--- src/rtl/mem_access_ctrl_pkg.sv ---
// Shared definitions for the unified MIPS memory port: FSM/source encodings
// and the memory geometry defaults also used by the memory model.
package mips_mem_pkg;

  typedef enum logic [1:0] {
    IDLE   = 2'd0,
    ACCESS = 2'd1,
    RESP   = 2'd2
  } state_t;

  typedef enum logic {
    SRC_IF = 1'b0,
    SRC_DM = 1'b1
  } src_t;

  localparam int DEF_RAM_SIZE_BIT  = 8;
  localparam int DEF_RAM_INST_SIZE = 32;

endpackage

--- src/rtl/mem_access_ctrl_if.sv ---
// Core request/response channels plus the memory port of mem_access_ctrl.
// master = core and memory model side, slave = the access controller.
interface mem_access_ctrl_if;

  logic        if_req_valid;
  logic        if_req_ready;
  logic [31:0] if_addr;
  logic        if_rsp_valid;
  logic [31:0] if_rsp_data;

  logic        dm_req_valid;
  logic        dm_req_ready;
  logic [31:0] dm_addr;
  logic        dm_we;
  logic [31:0] dm_wdata;
  logic        dm_rsp_valid;
  logic [31:0] dm_rsp_data;

  logic        rsp_err;

  logic [31:0] mem_address;
  logic [31:0] mem_write_data;
  logic        mem_read;
  logic        mem_write;
  logic [31:0] mem_data;

  modport master (
    output if_req_valid, if_addr,
    output dm_req_valid, dm_addr, dm_we, dm_wdata,
    output mem_data,
    input  if_req_ready, if_rsp_valid, if_rsp_data,
    input  dm_req_ready, dm_rsp_valid, dm_rsp_data, rsp_err,
    input  mem_address, mem_write_data, mem_read, mem_write
  );

  modport slave (
    input  if_req_valid, if_addr,
    input  dm_req_valid, dm_addr, dm_we, dm_wdata,
    input  mem_data,
    output if_req_ready, if_rsp_valid, if_rsp_data,
    output dm_req_ready, dm_rsp_valid, dm_rsp_data, rsp_err,
    output mem_address, mem_write_data, mem_read, mem_write
  );

endinterface

--- src/rtl/mem_access_ctrl_req_check.sv ---
// Combinational request legality check: alignment, address range and
// write protection of the instruction region.
module mem_req_check
  import mips_mem_pkg::*;
#(
  parameter int RAM_SIZE_BIT  = DEF_RAM_SIZE_BIT,
  parameter int RAM_INST_SIZE = DEF_RAM_INST_SIZE
) (
  input  logic [31:0] addr,
  input  logic        we,
  output logic        err
);

  localparam logic [31:0] INST_LIMIT = RAM_INST_SIZE;

  logic [31:0] word_idx_s;
  logic        misaligned_s;
  logic        out_of_range_s;
  logic        inst_write_s;

  // Classify the byte address against the memory geometry
  always_comb begin
    word_idx_s                     = 32'd0;
    word_idx_s[RAM_SIZE_BIT-1:0]   = addr[RAM_SIZE_BIT+1:2];
    misaligned_s                   = (addr[1:0] != 2'b00);
    out_of_range_s                 = |addr[31:RAM_SIZE_BIT+2];
    inst_write_s                   = we && (word_idx_s < INST_LIMIT);
    err                            = misaligned_s || out_of_range_s || inst_write_s;
  end

endmodule

--- src/rtl/mem_access_ctrl.sv ---
// Initiator for the unified instruction/data memory port: arbitrates fetch
// and load/store requests and performs one checked memory access per request.
module mem_access_ctrl
  import mips_mem_pkg::*;
#(
  parameter int RAM_SIZE_BIT  = DEF_RAM_SIZE_BIT,
  parameter int RAM_INST_SIZE = DEF_RAM_INST_SIZE
) (
  input  logic              clk,
  input  logic              reset,
  mem_access_ctrl_if.slave  bus
);

  state_t      state_r;
  src_t        src_r;
  logic        we_r;
  logic        err_r;
  logic [31:0] mem_address_r;
  logic [31:0] mem_write_data_r;
  logic        mem_read_r;
  logic        mem_write_r;
  logic        if_rsp_valid_r;
  logic        dm_rsp_valid_r;
  logic        rsp_err_r;
  logic [31:0] if_rsp_data_r;
  logic [31:0] dm_rsp_data_r;

  logic [31:0] sel_addr_s;
  logic [31:0] sel_wdata_s;
  logic        sel_we_s;
  logic        sel_dm_s;
  logic        chk_err_s;
  logic        idle_s;
  logic        accept_s;

  // Data channel has fixed priority over instruction fetch
  always_comb begin
    sel_addr_s  = 32'd0;
    sel_wdata_s = 32'd0;
    sel_we_s    = 1'b0;
    sel_dm_s    = 1'b0;
    if (bus.dm_req_valid) begin
      sel_addr_s  = bus.dm_addr;
      sel_wdata_s = bus.dm_wdata;
      sel_we_s    = bus.dm_we;
      sel_dm_s    = 1'b1;
    end else begin
      sel_addr_s  = bus.if_addr;
      sel_wdata_s = 32'd0;
      sel_we_s    = 1'b0;
      sel_dm_s    = 1'b0;
    end
  end

  mem_req_check #(
    .RAM_SIZE_BIT  (RAM_SIZE_BIT),
    .RAM_INST_SIZE (RAM_INST_SIZE)
  ) u_req_check (
    .addr (sel_addr_s),
    .we   (sel_we_s),
    .err  (chk_err_s)
  );

  assign idle_s   = (state_r == IDLE);
  assign accept_s = idle_s && (bus.dm_req_valid || bus.if_req_valid);

  // Ready must also read 0 while reset is held, so it is qualified here
  assign bus.dm_req_ready = idle_s && !reset;
  assign bus.if_req_ready = idle_s && !reset && !bus.dm_req_valid;

  // Request/access/response sequencer with registered memory and response outputs
  always_ff @(posedge clk or posedge reset) begin
    if (reset) begin
      state_r          <= IDLE;
      src_r            <= SRC_IF;
      we_r             <= 1'b0;
      err_r            <= 1'b0;
      mem_address_r    <= 32'd0;
      mem_write_data_r <= 32'd0;
      mem_read_r       <= 1'b0;
      mem_write_r      <= 1'b0;
      if_rsp_valid_r   <= 1'b0;
      dm_rsp_valid_r   <= 1'b0;
      rsp_err_r        <= 1'b0;
      if_rsp_data_r    <= 32'd0;
      dm_rsp_data_r    <= 32'd0;
    end else begin
      case (state_r)
        IDLE: begin
          if (accept_s) begin
            state_r <= ACCESS;
            src_r   <= sel_dm_s ? SRC_DM : SRC_IF;
            we_r    <= sel_we_s;
            err_r   <= chk_err_s;
            // Rejected requests never reach the memory strobes
            if (chk_err_s) begin
              mem_address_r    <= 32'd0;
              mem_write_data_r <= 32'd0;
              mem_read_r       <= 1'b0;
              mem_write_r      <= 1'b0;
            end else begin
              mem_address_r    <= sel_addr_s;
              mem_write_data_r <= sel_wdata_s;
              mem_read_r       <= !sel_we_s;
              mem_write_r      <= sel_we_s;
            end
          end else begin
            state_r <= IDLE;
          end
        end
        ACCESS: begin
          state_r          <= RESP;
          mem_address_r    <= 32'd0;
          mem_write_data_r <= 32'd0;
          mem_read_r       <= 1'b0;
          mem_write_r      <= 1'b0;
          rsp_err_r        <= err_r;
          if (src_r == SRC_DM) begin
            dm_rsp_valid_r <= 1'b1;
            dm_rsp_data_r  <= (err_r || we_r) ? 32'd0 : bus.mem_data;
          end else begin
            if_rsp_valid_r <= 1'b1;
            if_rsp_data_r  <= err_r ? 32'd0 : bus.mem_data;
          end
        end
        RESP: begin
          state_r        <= IDLE;
          if_rsp_valid_r <= 1'b0;
          dm_rsp_valid_r <= 1'b0;
          rsp_err_r      <= 1'b0;
        end
        default: begin
          state_r          <= IDLE;
          mem_address_r    <= 32'd0;
          mem_write_data_r <= 32'd0;
          mem_read_r       <= 1'b0;
          mem_write_r      <= 1'b0;
          if_rsp_valid_r   <= 1'b0;
          dm_rsp_valid_r   <= 1'b0;
          rsp_err_r        <= 1'b0;
        end
      endcase
    end
  end

  assign bus.mem_address    = mem_address_r;
  assign bus.mem_write_data = mem_write_data_r;
  assign bus.mem_read       = mem_read_r;
  assign bus.mem_write      = mem_write_r;
  assign bus.if_rsp_valid   = if_rsp_valid_r;
  assign bus.if_rsp_data    = if_rsp_data_r;
  assign bus.dm_rsp_valid   = dm_rsp_valid_r;
  assign bus.dm_rsp_data    = dm_rsp_data_r;
  assign bus.rsp_err        = rsp_err_r;

endmodule

--- src/flat_wrapper.sv ---
// flat-port wrapper written by rule: the top's interface ports become plain ports
module mem_access_ctrl_flat import mips_mem_pkg::*;
#(
  parameter int RAM_SIZE_BIT  = DEF_RAM_SIZE_BIT,
  parameter int RAM_INST_SIZE = DEF_RAM_INST_SIZE
)
  (clk, reset, bus_if_req_valid, bus_if_addr, bus_dm_req_valid, bus_dm_addr, bus_dm_we, bus_dm_wdata, bus_mem_data, bus_if_req_ready, bus_if_rsp_valid, bus_if_rsp_data, bus_dm_req_ready, bus_dm_rsp_valid, bus_dm_rsp_data, bus_rsp_err, bus_mem_address, bus_mem_write_data, bus_mem_read, bus_mem_write);
  mem_access_ctrl_if bus_i ();
  input  logic clk;
  input  logic reset;
  input wire logic [$bits(bus_i.if_req_valid)-1:0] bus_if_req_valid;
  input wire logic [$bits(bus_i.if_addr)-1:0] bus_if_addr;
  input wire logic [$bits(bus_i.dm_req_valid)-1:0] bus_dm_req_valid;
  input wire logic [$bits(bus_i.dm_addr)-1:0] bus_dm_addr;
  input wire logic [$bits(bus_i.dm_we)-1:0] bus_dm_we;
  input wire logic [$bits(bus_i.dm_wdata)-1:0] bus_dm_wdata;
  input wire logic [$bits(bus_i.mem_data)-1:0] bus_mem_data;
  output wire logic [$bits(bus_i.if_req_ready)-1:0] bus_if_req_ready;
  output wire logic [$bits(bus_i.if_rsp_valid)-1:0] bus_if_rsp_valid;
  output wire logic [$bits(bus_i.if_rsp_data)-1:0] bus_if_rsp_data;
  output wire logic [$bits(bus_i.dm_req_ready)-1:0] bus_dm_req_ready;
  output wire logic [$bits(bus_i.dm_rsp_valid)-1:0] bus_dm_rsp_valid;
  output wire logic [$bits(bus_i.dm_rsp_data)-1:0] bus_dm_rsp_data;
  output wire logic [$bits(bus_i.rsp_err)-1:0] bus_rsp_err;
  output wire logic [$bits(bus_i.mem_address)-1:0] bus_mem_address;
  output wire logic [$bits(bus_i.mem_write_data)-1:0] bus_mem_write_data;
  output wire logic [$bits(bus_i.mem_read)-1:0] bus_mem_read;
  output wire logic [$bits(bus_i.mem_write)-1:0] bus_mem_write;
  assign bus_i.if_req_valid = bus_if_req_valid;
  assign bus_i.if_addr = bus_if_addr;
  assign bus_i.dm_req_valid = bus_dm_req_valid;
  assign bus_i.dm_addr = bus_dm_addr;
  assign bus_i.dm_we = bus_dm_we;
  assign bus_i.dm_wdata = bus_dm_wdata;
  assign bus_i.mem_data = bus_mem_data;
  assign bus_if_req_ready = bus_i.if_req_ready;
  assign bus_if_rsp_valid = bus_i.if_rsp_valid;
  assign bus_if_rsp_data = bus_i.if_rsp_data;
  assign bus_dm_req_ready = bus_i.dm_req_ready;
  assign bus_dm_rsp_valid = bus_i.dm_rsp_valid;
  assign bus_dm_rsp_data = bus_i.dm_rsp_data;
  assign bus_rsp_err = bus_i.rsp_err;
  assign bus_mem_address = bus_i.mem_address;
  assign bus_mem_write_data = bus_i.mem_write_data;
  assign bus_mem_read = bus_i.mem_read;
  assign bus_mem_write = bus_i.mem_write;
  mem_access_ctrl #(.RAM_SIZE_BIT(RAM_SIZE_BIT), .RAM_INST_SIZE(RAM_INST_SIZE)) u_core (.clk(clk), .reset(reset), .bus(bus_i));
endmodule
--- config.mk ---
export PLATFORM = sky130hd
export DESIGN_NAME = mem_access_ctrl_flat
export DESIGN_NICKNAME = d
export VERILOG_FILES = /design/src/rtl/mem_access_ctrl_pkg.sv /design/src/rtl/mem_access_ctrl_if.sv /design/src/rtl/mem_access_ctrl_req_check.sv /design/src/rtl/mem_access_ctrl.sv /design/src/flat_wrapper.sv
export SDC_FILE = /design/constraint.sdc
export NUM_CORES = 1
export LEC_CHECK = 0
export ABC_AREA = 1
export BUFFER_PORTS_ARGS = -buffer_cell sky130_fd_sc_hd__buf_2
export CORE_MARGIN = 4
export CORE_UTILIZATION = 23
export CTS_CLUSTER_DIAMETER = 100
export DETAILED_ROUTE_END_ITERATION = 7
export GPL_TIMING_DRIVEN = 0
export MAX_ROUTING_LAYER = met4
export PLACE_DENSITY_LB_ADDON = 0.08
export SYNTH_ARGS = -nofsm -noshare
export SYNTH_HDL_FRONTEND = slang
export SYNTH_HIERARCHICAL = 1
export SYNTH_SLANG_ARGS = --single-unit
--- constraint.sdc ---
create_clock -name clk -period 4.4 [get_ports clk]
set_input_delay 0.22 -clock clk [delete_from_list [all_inputs] [get_ports clk]]
set_output_delay 0.22 -clock clk [all_outputs]
set_load 0.01 [all_outputs]
Yosys cells after proc, flatten, opt, wreduce, memory -nomap -nowiden:

Index checks and enable logic that the tools add are counted.

* input port bits: 133
* bits in registers: 138
* logic and storage cells: 68
* output and inout port bits: 135

* muxes and demuxes: 26
* bitwise operators: 3
* equal/unequal tests: 5
* reduce and logical (&&, ||, !) cells: 20
* magnitude comparators: 1

Operators with widths (number)
* 32-bit 2-to-1 mux: 8
* 32-bit one-hot mux with 2 select lines: 2
* 22-bit OR reduction: 1
* 2-bit AND reduction: 6
* 1-bit 2-to-1 mux: 10
* 1-bit one-hot mux with 2 select lines: 5
* 8-bit by 6-bit less-than comparator with 1-bit output, second input constant: 1
* 1-bit logical AND: 4
* 1-bit logical OR: 4
* 2-bit != test, second input constant: 2
* 2-bit one-hot mux with 2 select lines: 1
* 1-bit zero test: 3
* 1-bit inverter: 3
* 2-bit by 1-bit equality test with 1-bit output, second input constant: 1
* 2-bit equality test, second input constant: 1
* 2-bit zero test: 1
* 2-bit by 1-bit != test with 1-bit output, second input constant: 1
* 2-bit nonzero test: 1

Logic depth before layout (Yosys ltp):

* depth in word-level cells: 7
* gate-level depth with buffers: 18

Hierarchy:

The synthesis kept the hierarchy.

By module, submodules not included
* mem_access_ctrl: area an instance 6573.8 µm², times used 1, cells each 840
* mem_req_check: area an instance 170.2 µm², times used 1, cells each 44

Least setup slack after synthesis:

No wires, ideal clock.

* path type: input to register
* from: in bus_dm_req_valid
* to: reg u_core.mem_address_r[10], in the netlist u_core/bus.mem_address[10]
* data required time: 4.335 ns
* path slack: 2.669 ns
* cell stages on the path: 17
* buffers on the path: 3
* arrival: 1.666 ns
* cells stage by stage: buf_4 > inv_4 > buf_2 > nand2_1 > nand2_1 > inv_1 > nor2_1 > and2_1 > nand2_1 > nor2_1 > nand2_1 > inv_1 > nand2_2 > buf_2 > nor2_1 > nand2_1 > nand2_1

* word-level cells in the longest chain between the ends: 7
* elaborated cells between the ends (all ways): 15
* classes of those cells: order compare: 1; eq/ne: 1; mux: 5; reduce/logical: 8

RTL lines
* start, declared: line flat_wrapper.sv:13 `input wire logic [$bits(bus_i.dm_req_valid)-1:0] bus_dm_req_valid;`
* 32-bit 2-to-1 mux: line mem_access_ctrl.sv:42 `if (bus.dm_req_valid) begin`
* via u_core.sel_addr_s[11]: line mem_access_ctrl.sv:28 `logic [31:0] sel_addr_s;`
* 22-bit OR reduction: line mem_access_ctrl_req_check.sv:26 `out_of_range_s = |addr[31:RAM_SIZE_BIT+2];`
* 1-bit logical OR (2 in a row): line mem_access_ctrl_req_check.sv:28 `err = misaligned_s || out_of_range_s || inst_write_s;`
* via u_core.chk_err_s: line mem_access_ctrl.sv:32 `logic chk_err_s;`
* 32-bit 2-to-1 mux: line mem_access_ctrl.sv:96 `if (chk_err_s) begin`
* 32-bit 2-to-1 mux: line mem_access_ctrl.sv:90 `if (accept_s) begin`
* 32-bit one-hot mux with 2 select lines: line mem_access_ctrl.sv:88 `case (state_r)`
* end signal, assigned: line mem_access_ctrl.sv:102 `mem_address_r <= sel_addr_s;`
* end, declared: line mem_access_ctrl.sv:18 `logic [31:0] mem_address_r;`

The timed path passes the listed nets, and every way through them passes these cells. The select of a mux whose other input is x is not followed.
A chain may end at the register's enable or synchronous reset.

Worst setup path after layout:

* from: in bus_dm_req_valid
* to: reg u_core.mem_write_data_r[14], in the netlist u_core/bus.mem_write_data[14]

* word-level cells in the longest chain between the ends: 7
* elaborated cells between the ends (all ways): 16
* classes of those cells: order compare: 1; eq/ne: 1; mux: 6; reduce/logical: 8

RTL lines
* 32-bit 2-to-1 mux: line mem_access_ctrl.sv:42
* via u_core.sel_addr_s[27]: line mem_access_ctrl.sv:28
* 22-bit OR reduction: line mem_access_ctrl_req_check.sv:26
* 1-bit logical OR (2 in a row): line mem_access_ctrl_req_check.sv:28
* via u_core.chk_err_s: line mem_access_ctrl.sv:32
* 32-bit 2-to-1 mux: line mem_access_ctrl.sv:96
* 32-bit 2-to-1 mux: line mem_access_ctrl.sv:90
* 32-bit one-hot mux with 2 select lines: line mem_access_ctrl.sv:88
* end signal, assigned: line mem_access_ctrl.sv:103 `mem_write_data_r <= sel_wdata_s;`
* end, declared: line mem_access_ctrl.sv:19 `logic [31:0] mem_write_data_r;`

The timed path passes the listed nets, and every way through them passes these cells. The select of a mux whose other input is x is not followed.

==> metrics <==
outcome completed; area of the mapped netlist 0.006725 sq mm; post-DP HPWL 17.87 mm; cell count after synthesis 879; largest delay contributor family on the critical path buffers and inverters; worst-case vdd ir drop 0.2036 mV; Worst path slowest cell buf_2; fillers 3180; critical path type input pin to flip-flop; routed len/inst 15.36 um; total grt overflow 0; dpl cells 1530; syn avg cell area 7.651 sq um; RSZ-0062 raised after global routing false; max-slew violation count 0; utilization after layout 0.3190; post-route cell area 0.009181 sq mm; Finished Layout Cells 1566; post-cts repair resize count 0; post-route clock period utilization 0.4598; final hold vios 0; crit-path most repeated cell nand2_1; CP required 4.74 ns; Rows 62; Total GRT Usage 0.1557; Chip Height 179.0 um; CP startpoint bus_dm_req_valid; Pleak 0.005615 uW; Final Skew 0.01100 ns; Worst-Skew Late Latency 0.42 ns; Post-Syn Nets 1012; H-tree levels 4; WP depth 16; crit path max fanout 10; port bufs 266; share of layout cells above drive strength 1 0.3257; drt initial violations 274; drt pass-1 iters 4; Clock Pin Slew Worst Setup and Hold Paths 0.07 ns; Antenna Nets Post-Route 0; Cell Chain, Critical Path buf_4, inv_4, buf_2, nand2_1, nand2_1, inv_1, inv_1, nand2_1, nor2_1, nand2_1, nor2_1, nand2_1, inv_1, nand3_2, clkbuf_1, o21ai_0; Routed WL 24.05 mm; Clock Tree Root clkbuf_16; R2R cell count 4; largest net degree at the start of global routing 94; first-pass GRT wire length 37.07 mm; DP Area 0.008572 sq mm; TritonCTS Buffers 17; worst r2r src u_core/err_r; pwr dens 565.2 mW/mm^2; post-CTS setup buffers 0; Slew HR 0.6191; CP endpoint u_core/bus.mem_write_data[14]; Buf/Inv on CP 7; DRC 0; Critical R2R Capture u_core/bus.dm_rsp_data[5]; Final setup viols 0; DR vias 6344; Max Clock Freq 494.3 MHz; dpl ws 1.909 ns; antenna violations before repair 2; Tmin final 2.023 ns; Clock Path Buffers 2; core box area 0.02878 sq mm; clk sinks 138; multi-input logic area 0.002387 sq mm; Post-CTS Hold Fix Bufs 1; final worst slack 2.377 ns; CP Launch Type input pin; r2r setup slk 2.71 ns; DIE AREA 0.03204 sq mm; measured slew at the worst slew-check pin 0.5692 ns; arrival time worst endpoint 2.36 ns; number of global-route vias before repair 6487; Layout area overhead 36.52%; endpoint class of the critical path flip-flop; register area 0.003453 sq mm; IO Pins 268; Worst Hold Class input pin to flip-flop; max-cap violations 0; die outline width 179.0 um; synth warn 6; Post-layout nets 1299; setup TNS 0 ns; CTS tree built; final weighted congestion in routability-driven placement 0.7629; via/cell ratio 4.051; Largest stage delay, worst path 0.28 ns; Initial Utilization 0.2337
state kept, by name, summed over array words and instances (netlist names):
signal and flops:
u_core/bus.dm_rsp_data 32, u_core/bus.dm_rsp_valid 1, u_core/bus.if_rsp_data 32, u_core/bus.if_rsp_valid 1
u_core/bus.mem_address 32, u_core/bus.mem_read 1, u_core/bus.mem_write 1, u_core/bus.mem_write_data 32
u_core/bus.rsp_err 1, u_core/err_r 1, u_core/src_r 1, u_core/state_r 2
u_core/we_r 1
power by group:
part           switching, uW  internal, uW  total, uW
sequential               190          1600       1790
combinational           1260           668       1930
clock                    644           821       1460
total                   2100          3090       5190
tightest hold or removal path: cells and delay by family:
| kind | cells | cell delay [ns] |
|---|---|---|
| AOI/OAI and AO/OA | 1 | 0.06 |
| buffers and inverters | 2 | 0.13 |
layout make-up:
type,instances,share of cell area
flip-flops and latches,138,0.3761
well taps,384,0.05233
multi-input cells,540,0.2600
clock buffers,18,0.04783
diodes,3,0.0008177
plain buffers,49,0.03393
inverters,152,0.06323
repair buffers,268,0.1491
clock inverters,14,0.01663
routing by layer:
metal,global-route usage,share of wire,routed length [um]
met5,-,0,0
met4,0.04253,0.014,348
met3,0.04471,0.079,1903
met2,0.2368,0.45,10780
met1,0.2036,0.46,11020
stage by stage:
stage / total power [uW] / hold WS [ns]
2_1_floorplan: 2961 / 0.3526
3_3_place_gp: 3795 / 0.4586
3_5_place_dp: 3802 / 0.2725
4_1_cts: 5321 / 0.009210
5_1_grt: 5598 / 0.02210
6_report: 5189 / 0.03590
layout by cell type (no fill, tap or decap), types with 2 or more instances in the layout:
master,instances
dfrtp_1,138
buf_2,286
clkbuf_16,17
buf_6,7
nand3_1,99
nor2_4,2
inv_2,4
inv_8,5
nor2_1,46
clkinv_4,4
o21ai_2,23
o21ai_0,29
clkbuf_1,9
nand2_1,308
nand2_2,12
buf_4,10
inv_6,4
o21ai_1,16
diode_2,3
inv_1,146
how the worst min path moves through the flow:
stage                                     startpoint                            end  slack, ns  depth (start not counted)
after floorplan                      bus_dm_wdata[4]   u_core/bus.mem_write_data[4]       0.35                          2
after global placement    u_core/bus.if_rsp_data[26]     u_core/bus.if_rsp_data[26]       0.46                          2
after detailed placement                       reset     u_core/bus.mem_address[23]       0.27                          2
after CTS                            bus_dm_wdata[7]   u_core/bus.mem_write_data[7]      0.009                          3
after global routing                bus_dm_wdata[17]  u_core/bus.mem_write_data[17]       0.02                          3
final                                bus_dm_wdata[7]   u_core/bus.mem_write_data[7]       0.04                          3
Note: power is estimated with default switching activity, not from simulation.
